**config.mk**
```make
export PLATFORM = sky130hd
export DESIGN_NAME = glycemic_alarm
export DESIGN_NICKNAME = d
export VERILOG_FILES = /design/src/rtl/glycemic_pkg.sv /design/src/rtl/glycemic_alarm_sample_window.sv /design/src/rtl/glycemic_alarm.sv
export SDC_FILE = /design/constraint.sdc
export NUM_CORES = 1
export LEC_CHECK = 0
export CAP_MARGIN = 20
export CORE_MARGIN = 2
export CORE_UTILIZATION = 51
export CTS_CLUSTER_SIZE = 10
export DETAILED_ROUTE_END_ITERATION = 16
export HOLD_SLACK_MARGIN = 0.12
export PLACE_DENSITY_LB_ADDON = 0.2
export REMOVE_ABC_BUFFERS = 1
export SYNTH_ARGS = -nofsm -noshare
export SYNTH_HDL_FRONTEND = slang
export SYNTH_SLANG_ARGS = --single-unit
```
**constraint.sdc**
```tcl
create_clock -name clk -period 2.15 [get_ports clk]
set_input_delay 0.43 -clock clk [delete_from_list [all_inputs] [get_ports clk]]
set_output_delay 0.43 -clock clk [all_outputs]
set_load 0.02 [all_outputs]
```
**src/rtl/glycemic_pkg.sv**
```systemverilog
// Shared level encodings, FSM state type and sample range for the glycemic alarm path.
// Pure declarations: no latency and no backpressure.
package glycemic_pkg;
    localparam logic [1:0] LVL_LOW  = 2'b00;
    localparam logic [1:0] LVL_NORM = 2'b01;
    localparam logic [1:0] LVL_HIGH = 2'b10;

    localparam int MAX_INDEX = 8;

    typedef enum logic [1:0] {
        ST_NORM  = 2'b00,
        ST_HIGH  = 2'b01,
        ST_LOW   = 2'b10,
        ST_ALARM = 2'b11
    } state_t;
endpackage

```
**src/rtl/glycemic_alarm_sample_window.sv**
```systemverilog
// Clamp, moving-average window and fill tracking; average and update pulse one edge after the sample.
// Accepts a sample every cycle; there is no backpressure.
module sample_window
    import glycemic_pkg::*;
#(
    parameter int WINDOW_LOG2 = 2
) (
    input  logic       clk,
    input  logic       rst,
    input  logic       sample_valid,
    input  logic [3:0] sample,
    output logic [3:0] avg_index,
    output logic       avg_valid,
    output logic       update
);
    localparam int DEPTH = 1 << WINDOW_LOG2;
    localparam int SW    = WINDOW_LOG2 + 4;
    localparam int FW    = WINDOW_LOG2 + 1;

    logic [3:0]    win [DEPTH];
    logic [SW-1:0] sum;
    logic [FW-1:0] fill;
    logic          upd_pend;
    logic [3:0]    clamped;

    assign clamped = (sample > 4'(MAX_INDEX)) ? 4'(MAX_INDEX) : sample;

    always_ff @(posedge clk or posedge rst) begin
        if (rst) begin
            for (int i = 0; i < DEPTH; i++) win[i] <= '0;
            sum      <= '0;
            fill     <= '0;
            upd_pend <= 1'b0;
        end else begin
            // Pulse is armed by the sample that fills the window and every one after it.
            upd_pend <= sample_valid && (fill >= FW'(DEPTH - 1));
            if (sample_valid) begin
                win[0] <= clamped;
                for (int i = 1; i < DEPTH; i++) win[i] <= win[i-1];
                sum <= sum + SW'(clamped) - SW'(win[DEPTH-1]);
                if (fill != FW'(DEPTH)) fill <= fill + 1'b1;
            end
        end
    end

    always_ff @(posedge clk or posedge rst) begin
        if (rst) begin
            avg_index <= '0;
            avg_valid <= 1'b0;
            update    <= 1'b0;
        end else begin
            avg_index <= 4'(sum >> WINDOW_LOG2);
            avg_valid <= (fill == FW'(DEPTH));
            update    <= upd_pend;
        end
    end
endmodule

```
**src/rtl/glycemic_alarm.sv**
```systemverilog
// Smooths ones-count samples and classifies LOW/NORMAL/HIGH with hysteresis and a latched persistence alarm.
// avg two edges... avg_index one edge and level/alarm two edges after the sample; no backpressure.
module glycemic_alarm
    import glycemic_pkg::*;
#(
    parameter int WINDOW_LOG2 = 2,
    parameter int HIGH_TH     = 6,
    parameter int LOW_TH      = 2,
    parameter int PERSIST     = 3
) (
    input  logic       clk,
    input  logic       rst,
    input  logic       sample_valid,
    input  logic [3:0] glycemicIndex,
    input  logic       ack,
    output logic [3:0] avg_index,
    output logic       avg_valid,
    output logic [1:0] level,
    output logic       alarm
);
    localparam int         CW     = $clog2(PERSIST + 1);
    localparam logic [3:0] HI     = 4'(HIGH_TH);
    localparam logic [3:0] HI_EX  = 4'(HIGH_TH - 1);
    localparam logic [3:0] LO     = 4'(LOW_TH);
    localparam logic [3:0] LO_EX  = 4'(LOW_TH + 1);

    logic          update;
    state_t        state, state_nxt;
    logic [CW-1:0] cnt, cnt_nxt;
    logic [1:0]    level_nxt, cls;

    sample_window #(.WINDOW_LOG2(WINDOW_LOG2)) u_window (
        .clk          (clk),
        .rst          (rst),
        .sample_valid (sample_valid),
        .sample       (glycemicIndex),
        .avg_index    (avg_index),
        .avg_valid    (avg_valid),
        .update       (update)
    );

    always_ff @(posedge clk or posedge rst) begin
        if (rst) begin
            state <= ST_NORM;
            cnt   <= '0;
            level <= LVL_NORM;
        end else begin
            state <= state_nxt;
            cnt   <= cnt_nxt;
            level <= level_nxt;
        end
    end

    assign alarm = (state == ST_ALARM);

    always_comb begin
        state_nxt = state;
        cnt_nxt   = cnt;
        level_nxt = level;
        cls       = LVL_NORM;
        case (state)
            ST_HIGH: cls = (avg_index <= LO) ? LVL_LOW  : (avg_index < HI_EX) ? LVL_NORM : LVL_HIGH;
            ST_LOW:  cls = (avg_index >= HI) ? LVL_HIGH : (avg_index > LO_EX) ? LVL_NORM : LVL_LOW;
            default: cls = (avg_index >= HI) ? LVL_HIGH : (avg_index <= LO)   ? LVL_LOW  : LVL_NORM;
        endcase

        if (state == ST_ALARM) begin
            // Alarm ignores the average entirely; only acknowledge releases it.
            if (ack) begin
                state_nxt = ST_NORM;
                cnt_nxt   = '0;
                level_nxt = LVL_NORM;
            end
        end else if (update) begin
            level_nxt = cls;
            if (cls == LVL_NORM) begin
                state_nxt = ST_NORM;
                cnt_nxt   = '0;
            end else begin
                if ((cls == LVL_HIGH && state == ST_HIGH) || (cls == LVL_LOW && state == ST_LOW))
                    cnt_nxt = (cnt >= CW'(PERSIST)) ? cnt : cnt + 1'b1;
                else
                    cnt_nxt = CW'(1);
                if (cnt_nxt >= CW'(PERSIST))
                    state_nxt = ST_ALARM;
                else
                    state_nxt = (cls == LVL_HIGH) ? ST_HIGH : ST_LOW;
            end
        end
    end
endmodule

```
---- Word-level counts from Yosys, hierarchy flattened ----
Cells that the tools add are included.
operators by class
  add/sub/neg operators ................... 4
  multiply operators ...................... 0
  divide/modulo/power cells ............... 0
  order comparisons ....................... 8
  equal/unequal tests ..................... 8
  shift-type cells ........................ 0
  mux-type cells .......................... 25
  bitwise operators ....................... 0
  reduce and logical (&&, ||, !) cells .... 8
operator list
  cell                   number
  $mux W2                21
  $add A6 B4 Y6          1
  $eq A2 B2 Y1 const B   3
  $sub A6 B4 Y6          1
  $eq A2 B1 Y1 const B   2
  $ge A2 B2 Y1 const B   2
  $ge A4 B3 Y1 const B   1
  $gt A4 B2 Y1 const B   1
  $gt A4 B4 Y1 const B   1
  $le A4 B2 Y1 const B   1
  $lt A4 B3 Y1 const B   1
  $mux W4                1
  $pmux W2 S2            1
  $reduce_and A2 Y1      2
  $add A3 B1 Y3 const B  1
  $eq A3 B3 Y1 const B   1
  $ge A3 B2 Y1 const B   1
  $logic_and A1 B1 Y1    3
  $ne A3 B3 Y1 const B   1
  $add A2 B1 Y2 const B  1
  $logic_not A2 Y1       1
  $mux W1                2
  $ne A2 B2 Y1 const B   1
  $reduce_bool A2 Y1     1
  $logic_or A1 B1 Y1     1
storage, ports and cells
  register bits after elaboration ......... 38
  bits in latches ......................... 0
  RAM bits ................................ 0
  bits in read-only memories .............. 0
  output and inout port bits .............. 8
  logic and storage cells ................. 66
  memories kept ........................... 0

---- Depth between registers and ports, before layout ----
Gate-level depths: netlist of the first run.
  word-level depth ........................ 16
  depth in mapped cells ................... 11
  gate-level depth less buffers ........... 11

---- Cells and area by module ----
A second synthesis of the first run with hierarchy kept.
second synthesis, totals
  cell total of the unflattened synthesis .. 180
  area total of the unflattened synthesis .. 1993.2 µm²
by module, submodules not included
  module          times used  cells an instance  area an instance (µm²)  sequential area each (µm²)
  sample_window   1           127                1524.0                  800.8
  glycemic_alarm  1           53                 469.2                   151.4

---- Worst setup path before layout of the first run ----
Ideal clock, no wire load.
  kind .................................... input -> register
  start point ............................. input glycemicIndex[3]
  end point ............................... register u_window.sum[5]
  library setup time ...................... 0.122 ns
  arrival time ............................ 2.219 ns
  required time ........................... 2.028 ns
  path slack .............................. -0.191 ns
  stages on the path ...................... 9
  cells stage by stage .................... inv_1 > nand2_1 > fa_1 > inv_1 > ha_1 > a211oi_1 > o21ai_0 > and3_1 > xnor2_1
on the way
  longest elaborated chain between the ends .. 4
RTL lines
  what                  line                                source
  start, declared       glycemic_alarm.sv:14                input logic [3:0] glycemicIndex,
  $gt A4 B4 Y1          glycemic_alarm_sample_window.sv:26  assign clamped = (sample > 4'(MAX_INDEX)) ? 4'(MAX_INDEX) : sample;
  $mux W4 (*)           glycemic_alarm_sample_window.sv:26
  $add A6 B4 Y6 (*)     glycemic_alarm_sample_window.sv:40  sum <= sum + SW'(clamped) - SW'(win[DEPTH-1]);
  $sub A6 B4 Y6 (*)     glycemic_alarm_sample_window.sv:40
  end signal, assigned  glycemic_alarm_sample_window.sv:40
  end, declared         glycemic_alarm_sample_window.sv:21  logic [SW-1:0] sum;
Every way passes the cells marked *; elsewhere a longest branch is shown, timed or not.
A chain may end at the register's enable or synchronous reset.

---- Final worst setup path of the first run ----
  start point ............................. register u_window.win[1] (netlist bit)
  end point ............................... register u_window.sum[4]
on the way
  longest elaborated chain between the ends .. 1
RTL lines
  what             line                                source
  start, declared  glycemic_alarm_sample_window.sv:20  logic [3:0] win [DEPTH];
  $sub A6 B4 Y6    glycemic_alarm_sample_window.sv:40
Every way passes these cells.

==> summary.txt, run 1 <==
PwrDens - 1580 nW/um2
Max cap viols - 0
Fin. Hold Viols - 0
Yosys reg bits - 38
Lkg Pwr - 1.14 nW
Top post-synthesis cells by area - dfrtp_1, mux2_2, ha_1, inv_1, fa_1
Total grt overflow - 0
Worst VDD drop - 0.771 mV
Die area - 4230 um2
Core ar. - 3610 um2
Cell Count, Final, Fillers Out - 248
Final period demand of the worst path - 2.03 ns
CP max-delay cell - fa_1
Tot Pwr - 3.79 mW
Synthesis Warnings - 0
Sw frac - 35.9%
Count leader, synth - dfrtp_1
Critical path fanouts, max - 2
Status - finished, final reports clean
Starting DRT DRC Count - 62
Ant diodes - 0
Pre-antenna DRT Iters - 4
Clock network fraction of design power - 19.7%
CTS root buffer - clkbuf_8
Nets - 223
Boundary pin count - 16
Netlist cell types - 36
Mean Syn Cell Area - 11.3 um2
Crit share post-route - 94.2%
Sequential share of the synthesized area - 50.2%
Final setup viols - 0
Area of the mapped netlist - 1900 um2
Rel. slew slack - 57.2%
Main synth FF type - dfrtp_1
Num CTS Buffers - 5
Post-route ant nets - 0
Die Height - 65.0 um
FFs w/ async S/R, synth - 100%
Reg2reg start - u_window.win[1]
Vias per cell - 5.10
Worst Path Buf+Inv - 2
NetSw - 1.36 mW
Setup CP Type - register to register
FF-to-FF End - u_window.sum[4]
Worst Hold Class - register to register
Vias - 1266
Syn Inst Count - 168
Ratio of cells with drive above 1 in the final layout - 28.0%
TritonCTS clock tree - done
Area Overhead vs Synth - 26.4%
Reg2reg path depth - 8
Final wirelength - 3.29 mm
Fmax - 0.494 GHz
RSZ-0062 raised after global routing - false
Crit. End Element - register
Sequential Power Share - 30.1%
Critical path launch point type - register
Hold depth - 0
Max stage delay on crit path - 0.48 ns
DP HPWL - 2.32 mm
Worst-path clk slew - 0.08 ns
Clock Tree Buf Depth - 2
Tot GR Track Use - 18.8%
Delay-heaviest family, CP - adder cells
Std cell rows - 22
CP Depth - 8
# port buffers - 15
Die width - 65.0 um
CTS sink cnt - 38
Hold buffer count at CTS - 0
Worst Path Arrival - 2.24 ns
Largest net degree at the start of global routing - 39
Post-Place Cells - 239
Worst Max-Slew Pin Slew - 0.636 ns
Post-synth EDFFs - 0
Residual DRC count - 0
Htree depth - 2
Initial Util - 52.6%
Final weighted congestion in routability-driven placement - 0.882
Synth area leader - dfrtp_1
Slew Limit Fails - 0
HP Start - u_window.upd_pend
Worst clock skew - 0.0117 ns
Most common library cells after synthesis - dfrtp_1, inv_1, mux2_2, o21ai_0, ha_1
P_int - 2.43 mW
Top-area cell type share of the netlist area - 48.8%
WL/cell - 13.3 um
Worst Path Required - 2.37 ns
CP Cell Sequence - fa_1 > buf_4 > fa_2 > inv_2 > a21o_1 > a21oi_2 > xor2_1 > mux2i_1
Antenna violations before repair - 0
Vias in the first global route - 1328
FILL cells - 274
Clock Latency Late Sink - 0.30 ns
First-pass GRT wire length - 5.82 mm
Worst Hold Endpoint - u_window.update
R2R Setup Slk - 0.12 ns
Logic gate share of total power - 50.2%
## layer usage
| metal | GRT usage [%] | vias to the layer above | share of wire, % | routed length, um |
|---|---|---|---|---|
| li1 | - | 626 | - | - |
| met1 | 20.8 | 618 | 41 | 1360 |
| met2 | 32.1 | 16 | 53 | 1740 |
| met3 | 6.25 | 6 | 3.7 | 122 |
| met4 | 9.57 | 0 | 2.2 | 73 |
| met5 | 0 | - | 0 | 0 |
## registers in the layout, indices dropped and copies added (netlist names)
register,flops
u_window.sum,6
u_window.win,16
u_window.fill,3
state,2
cnt,2
u_window.avg_valid,1
u_window.upd_pend,1
u_window.avg_index,4
level,2
u_window.update,1
## placed cells by master, fill, tap and decap left out, types with 4 or more instances in the layout
cell type and count:
a22o_1 4, buf_4 13, clkbuf_8 6, clkdlybuf4s50_1 12, dfrtp_1 37, ha_1 9, inv_1 23, mux2_2 14
nand2_1 9, nor2_1 6, o21ai_0 12
## timing repair
item                                    4_1_cts  5_1_grt
endpoints found under the setup margin        4        2
resized for setup                            17        4
pin swaps                                     7        6
setup buffers                                 0        1
hold endpoints to repair                      0        0
## worst register-to-register path, cell delays in order, from the launching register on
cell	delay [ns]
dfrtp_1	0.41
fa_1	0.48
buf_4	0.16
fa_2	0.40
inv_2	0.05
a21o_1	0.11
a21oi_2	0.06
xor2_1	0.15
mux2i_1	0.13
## cell families after synthesis
| family | share of synthesized area, % |
|---|---|
| fa+ha+maj | 12.1 |
| mux | 9.36 |
| flops | 50.2 |
| simple gates | 7.98 |
| xor+xnor | 1.85 |
| compound gates | 12.7 |
| buf+inv | 5.87 |
## power groups by stage
stage / logic [mW] / registers, mW / clock network [mW]
floorplan: 1.02 / 1.19 / 0
global placement: 1.52 / 1.14 / 0
detailed placement: 1.58 / 1.15 / 0
CTS: 1.79 / 1.14 / 0.761
global route: 2.09 / 1.18 / 0.792
finish: 1.90 / 1.14 / 0.746
## through the flow
stage | TNS (ns) | hold slack (ns) | worst slack [ns] | util, % | area [um2]
6_report | 0 | 0.352 | 0.125 | 66.5 | 2400
5_1_grt | 0 | 0.358 | 0.00755 | 66.5 | 2400
4_1_cts | 0 | 0.354 | 0.0642 | 66.2 | 2390
3_5_place_dp | -2.61 | 0.336 | -0.679 | 60.5 | 2180
3_3_place_gp | -2.41 | 0.332 | -0.645 | 60.5 | 2180
2_1_floorplan | -0.203 | 0.331 | -0.191 | - | 1880
## area by class of cell
cell class | count | area [um2] | share of cell area, %
clock buffer | 6 | 82.6 | 3.44
clock inverter | 2 | 60.1 | 2.50
inverter | 25 | 93.8 | 3.91
multi-input combinational | 101 | 910 | 37.9
sequential | 38 | 952 | 39.7
tap | 48 | 60.1 | 2.50
timing repair buffer | 28 | 240 | 10.0
## worst max path at each step
stage                                start              end  slack [ns]
after CTS                 glycemicIndex[3]  u_window.sum[4]        0.06
after global placement    glycemicIndex[3]  u_window.sum[5]       -0.65
after detailed placement  glycemicIndex[3]  u_window.sum[5]       -0.68
final                      u_window.win[1]  u_window.sum[4]        0.12
after floorplan           glycemicIndex[3]  u_window.sum[5]       -0.19
after global routing       u_window.sum[1]  u_window.sum[4]       0.008
Note: power is estimated with default switching activity, not from simulation.
==> run 2, diff against run 1 <==
- CORE_UTILIZATION: 51 -> 57
- clock period: 2.15 -> 2 ns (I/O delays scaled with it)
==> run 2 against run 1 <==
Compared with the run above:
- the flow now finishes with violations (negative setup slack)
- via count increased by 6.6%
- cell area hardly changed
- core utilization increased by 11 points
- sequential power grew 9%
- clock skew up 0.0012 ns
- count of clock-buffer cells in the layout grew 1
- critical path type is now input port to register
- critical endpoint is now u_window.sum[5]
==> summary.txt, run 2 (same netlist as run 1, synthesis figures left out) <==
Tot GR Track Use - 22.0%
P_int - 2.50 mW
Boundary pin count - 16
WL/cell - 14.1 um
HP Start - u_window.upd_pend
Vias in the first global route - 1378
Most common cell after layout, fill and taps aside - dfrtp_1
CP max-delay cell - fa_1
Max stage delay on crit path - 0.52 ns
Crit. End Element - register
Fin. Hold Viols - 0
Vias - 1350
Final weighted congestion in routability-driven placement - 0.773
Nets - 228
Clock Latency Late Sink - 0.34 ns
Std cell rows - 20
Post-route ant nets - 0
Worst hold margin - 0.363 ns
Total grt overflow - 0
CP Cell Sequence - dlygate4sd2_1 > inv_2 > buf_4 > fa_1 > inv_1 > ha_1 > nor4_1 > o21ai_0 > and3_4 > xnor2_2
Worst Path Required - 2.23 ns
Die width - 61.7 um
Critical path launch point type - input port
Worst clock skew - 0.0129 ns
Initial Util - 61.2%
# port buffers - 15
Status - complete, but fails checks
Failing checks - negative setup slack
Clock Tree Buf Depth - 2
Worst VDD drop - 0.911 mV
Largest Register - u_window.win
CTS sink cnt - 38
Regs by FF count - u_window.win x16, u_window.sum x6, u_window.avg_index x4
Worst Max-Slew Pin Slew - 0.462 ns
DP HPWL - 2.47 mm
Ratio of cells with drive above 1 in the final layout - 31.2%
Sw frac - 37.8%
Most frequent cells in the layout - dfrtp_1, inv_1, buf_4, mux2_2, o21ai_0
NetSw - 1.52 mW
Delay-heaviest family, CP - adder cells
Lkg Pwr - 1.16 nW
Area Overhead vs Synth - 26.3%
Fmax - 0.476 GHz
Slew Limit Fails - 0
Num CTS Buffers - 5
Ant diodes - 0
Setup CP Type - input port to register
Clock network fraction of design power - 13.4%
CTS root buffer - clkbuf_4
Core ar. - 3100 um2
Largest net degree at the start of global routing - 39
Residual DRC count - 0
Max reg flops - 16
First-pass GRT wire length - 5.80 mm
Worst-path clk slew - 0.11 ns
Final setup margin - -0.0988 ns
Worst Hold Class - register to register
Crit share post-route - 105%
Final wirelength - 3.52 mm
Critical path fanouts, max - 3
Antenna violations before repair - 0
Worst Path Buf+Inv - 4
Pre-antenna DRT Iters - 4
PwrDens - 1670 nW/um2
Max cap viols - 0
TritonCTS clock tree - done
Sequential Power Share - 30.9%
Tot Pwr - 4.01 mW
Logic gate share of total power - 55.7%
Die Height - 61.7 um
Worst Setup SP - glycemicIndex[3]
Starting DRT DRC Count - 67
Die area - 3810 um2
RSZ-0062 raised after global routing - true
Reg2reg start - u_window.win[1]
Worst Path Arrival - 2.33 ns
Vias per cell - 5.42
Final period demand of the worst path - 2.10 ns
Rel. slew slack - 69.2%
Htree depth - 2
Final setup viols - 2
[run 2: cell types whose count changed in the layout (fill, tap and decap cells not counted), sizes merged]
cell,before,now
clkdlybuf4s50,12,11
dlymetal6s2s,0,1
buf,13,18
bufinv,2,1
dlygate4sd2,2,3
[run 2: power groups by stage]
stage / sequential [mW] / combinational (mW) / clock, mW
global placement: 1.22 / 1.69 / 0
CTS: 1.23 / 2.06 / 0.547
floorplan: 1.28 / 1.10 / 0
finish: 1.24 / 2.23 / 0.538
global route: 1.27 / 2.47 / 0.587
detailed placement: 1.24 / 1.80 / 0
[run 2: worst reg2reg max path, delay by kind of cell (launching register included)]
family                     cells  cell delay [ns]
DFF                            1             0.42
buffers and inverters          1             0.05
adders and majority gates      2             0.83
AOI/OAI and AO/OA              2             0.36
xor gates and xnor gates       1             0.13
and+or+nand+nor                1             0.18
[run 2: metrics by stage]
step	TNS, ns	utilization, %	cells	setup slack [ns]	instance area [um2]
6_report	-0.144	77.3	249	-0.0988	2400
5_1_grt	-0.420	77.3	249	-0.189	2400
4_1_cts	-0.0772	75.7	248	-0.0405	2350
3_5_place_dp	-3.33	71.1	239	-0.899	2210
3_3_place_gp	-2.95	71.1	239	-0.752	2210
2_1_floorplan	-0.561	-	164	-0.311	1880
[run 2: area by class of cell]
| cell class | instances | area (um2) |
|---|---|---|
| flip-flops and latches | 38 | 952 |
| multi-input cells | 101 | 923 |
| fillers | 219 | 706 |
| repair buffers | 33 | 288 |
| inverters | 25 | 93.8 |
| clock buffers | 7 | 55.1 |
| well taps | 44 | 55.1 |
| clock inverters | 1 | 30.0 |
[run 2: final timing paths]
path                                      endpoint  slack [ns]  cells past startpoint
worst min register to register     u_window.update        0.36                      0
worst min-delay path               u_window.update        0.36                      0
max in group asynchronous                 level[0]        1.19                      3
min in group asynchronous       u_window.avg_valid        0.46                      3
worst max-delay path               u_window.sum[5]        -0.1                     10
worst max register to register     u_window.sum[5]       -0.08                      7
[run 2: repair_timing]
action | in CTS | in global routing
setup buffers | 1 | 1
pin swaps | 14 | 5
hold buffers | 0 | 0
setup endpoints to repair | 6 | 7
resized for setup | 16 | 10
[run 2: metal layers]
| metal | global-route usage, % | part of all wire [%] | wire (um) | vias up |
|---|---|---|---|---|
| li1 | - | - | - | 639 |
| met1 | 23.0 | 39 | 1360 | 664 |
| met2 | 40.3 | 54 | 1910 | 34 |
| met3 | 7.25 | 4.4 | 153 | 13 |
| met4 | 9.12 | 2.5 | 89 | 0 |
| met5 | 0 | 0 | 0 | - |
==> run 3, diff against run 2 <==
- ABC_AREA: default -> 1
- CORE_MARGIN: 2 -> 3
==> run 3 against run 2 <==
Compared with the run above:
- the flow still finishes with violations (negative setup slack)
- cell count up 27%
- critical path type unchanged
- core utilization is 2.6 points lower
- die area rose by 10%
- critical path depth grew 5
- maximum frequency up 0.11%
- combinational power fell by 7%
- largest cell class unchanged
- area after synthesis is 3.6% higher
- sequential power down 3%
==> summary.txt, run 3 <==
Compound-Gate Fraction of Synth Area - 5.92%
Ratio of cells with drive above 1 in the final layout - 19.6%
Post-synthesis mux area share - 0%
Most common library cells after synthesis - nand2_1, inv_1, dfrtp_1, ha_1, o21ai_0
RSZ-0062 raised after global routing - true
# port buffers - 15
Largest family of logic cells by synthesized area - simple AND/OR/NAND/NOR gates
Worst Max-Slew Pin Slew - 0.716 ns
Core ar. - 3180 um2
Most frequent cell on the critical path - nand2_1
FILL cells - 235
Netlist cell types - 24
Tot GR Track Use - 18.8%
Regs by FF count - u_window.win x16, u_window.sum x6, u_window.avg_index x4
Max stage delay on crit path - 0.54 ns
Clock Tree Buf Depth - 2
DP HPWL - 2.26 mm
FFs w/ async S/R, synth - 100%
Nets - 294
Worst clock skew - 0.0117 ns
Synth Area in Simple Gates - 24.4%
Cell Count, Final, Fillers Out - 315
Starting DRT DRC Count - 61
Sum of negative setup slack - -0.165 ns
Area of the multi-input gates - 917 um2
Slew Limit Fails - 0
CP max-delay cell - fa_1
Std cell rows - 20
Fin. Hold Viols - 0
Worst-path clk slew - 0.11 ns
Post-synth EDFFs - 0
Largest net degree at the start of global routing - 39
CTS sink cnt - 38
Pre-antenna DRT Iters - 4
Crit share post-route - 105%
CTS root buffer - clkbuf_4
Top post-synthesis cells by area - dfrtp_1, nand2_1, ha_1, inv_1, fa_1
Critical path fanouts, max - 3
Sequential Area - 952 um2
Num CTS Buffers - 5
Rel. slew slack - 52.2%
Main synth FF type - dfrtp_1
Vias - 1539
Mean Syn Cell Area - 8.23 um2
Post-Place Cells - 300
Area of the mapped netlist - 1970 um2
Max cap viols - 0
Residual DRC count - 0
Htree depth - 2
Area Overhead vs Synth - 20.7%
Setup WS pre-CTS - -0.891 ns
Status - complete, but fails checks
Post-route ant nets - 0
Critical path launch point type - input port
Antenna violations before repair - 0
Synthesis Warnings - 0
Final weighted congestion in routability-driven placement - 0.759
Worst Hold Class - input port to register
Crit. End Element - register
Clock Latency Late Sink - 0.34 ns
Fmax - 0.477 GHz
Worst Path Required - 2.25 ns
Adder-cell share of the synthesized area - 11.7%
Worst Path Buf+Inv - 2
Setup CP Type - input port to register
Most common cell after layout, fill and taps aside - nand2_1
Initial Util - 61.9%
Hold buffer count at CTS - 0
PwrDens - 1550 nW/um2
TritonCTS clock tree - done
Vias per cell - 4.89
Final setup margin - -0.0965 ns
Lkg Pwr - 1.30 nW
Vias in the first global route - 1462
Final period demand of the worst path - 2.10 ns
Top-area cell type share of the netlist area - 47.1%
Final setup viols - 3
Final wirelength - 3.43 mm
First-pass GRT wire length - 6.00 mm
Post-Synth XOR/XNOR Area - 1.34%
Yosys reg bits - 38
Total grt overflow - 0
Most frequent cells in the layout - nand2_1, dfrtp_1, inv_1, buf_4
Ant diodes - 0
Synth area leader - dfrtp_1
Worst Path Arrival - 2.34 ns
Max reg flops - 16
Die area - 4190 um2
Syn Inst Count - 239
Largest Register - u_window.win
Delay-heaviest family, CP - adder cells
Boundary pin count - 16
WL/cell - 10.9 um
Die Height - 64.7 um
Worst VDD drop - 0.664 mV
Sequential share of the synthesized area - 48.4%
Die width - 64.7 um
CP Cell Sequence - buf_2 > nor3_2 > o21ai_2 > fa_1 > inv_2 > ha_4 > nand3_2 > nand2_2 > nand2_2 > a21oi_2 > nor2_1 > nand2_1 > nand2_1 > nand2_1 > nand2_1
Failing checks - negative setup slack
Count leader, synth - nand2_1
## run 3: cell count changes in the layout (fill, tap and decap cells not counted), sizes merged, moves of 3 or more
cell    delta
a211oi     -3
inv       +14
nand3      +8
a22o       -4
nor2       +5
nand2     +84
mux2      -14
## run 3: timing repair
action,CTS,global route
pin swaps,13,7
setup buffers,6,1
endpoints found under the setup margin,6,4
gates resized for setup,34,3
## run 3: cell type report
| type | count | area share, % |
|---|---|---|
| Timing Repair Buffer | 28 | 10.3 |
| Tap cell | 44 | 2.32 |
| Clock buffer | 8 | 2.48 |
| Inverter | 39 | 6.17 |
| Sequential cell | 38 | 40.1 |
| Multi-Input combinational cell | 158 | 38.6 |
## run 3: layer usage
| layer | track usage [%] | part of all wire, % | vias to the layer above |
|---|---|---|---|
| met1 | 22.4 | 45 | 702 |
| li1 | - | - | 795 |
| met2 | 30.8 | 49 | 33 |
| met3 | 6.07 | 4.0 | 9 |
| met5 | 0 | 0 | - |
| met4 | 8.97 | 2.0 | 0 |
## run 3: worst min-delay path, cell delays in order
cell	delay, ns
buf_2	0.11
nand2_1	0.06
nand2_1	0.05
## run 3: final timing paths
check                                        from                to  slack (ns)  cells past startpoint
min in group asynchronous                     rst   u_window.win[3]        0.39                      3
worst min register to register  u_window.upd_pend   u_window.update        0.37                      0
worst min-delay path             glycemicIndex[0]  u_window.win[12]        0.31                      3
max in group asynchronous                     rst          level[0]        1.36                      3
worst max register to register    u_window.win[1]   u_window.sum[5]       -0.08                     12
worst max-delay path             glycemicIndex[0]   u_window.sum[5]        -0.1                     15
## run 3: kinds of logic (layout without fill, tap and decap cells)
logic type / count (synthesis) / in the layout
XOR/XNOR: 3 / 3
AND/OR/NAND/NOR: 118 / 118
adder cells (fa/ha/maj): 16 / 16
flip-flops: 38 / 38
AO/OA/AOI/OAI: 21 / 21
buffers and inverters: 43 / 75
## run 3: through the flow
stage               util (%)  instance area (um2)  total power, mW  hold slack [ns]
CTS                     74.2                 2360             3.59            0.294
finish                  74.7                 2370             3.68            0.310
global route            74.7                 2370             4.03            0.307
global placement        69.6                 2210             2.84            0.332
floorplan                  -                 1950             2.44            0.331
detailed placement      69.6                 2210             2.88            0.336
## run 3: power breakdown
group	internal [mW]	total (mW)	leakage (nW)	switching (mW)
logic	0.929	2.07	0.795	1.15
clock network	0.174	0.407	0.0326	0.234
registers	1.02	1.20	0.476	0.172
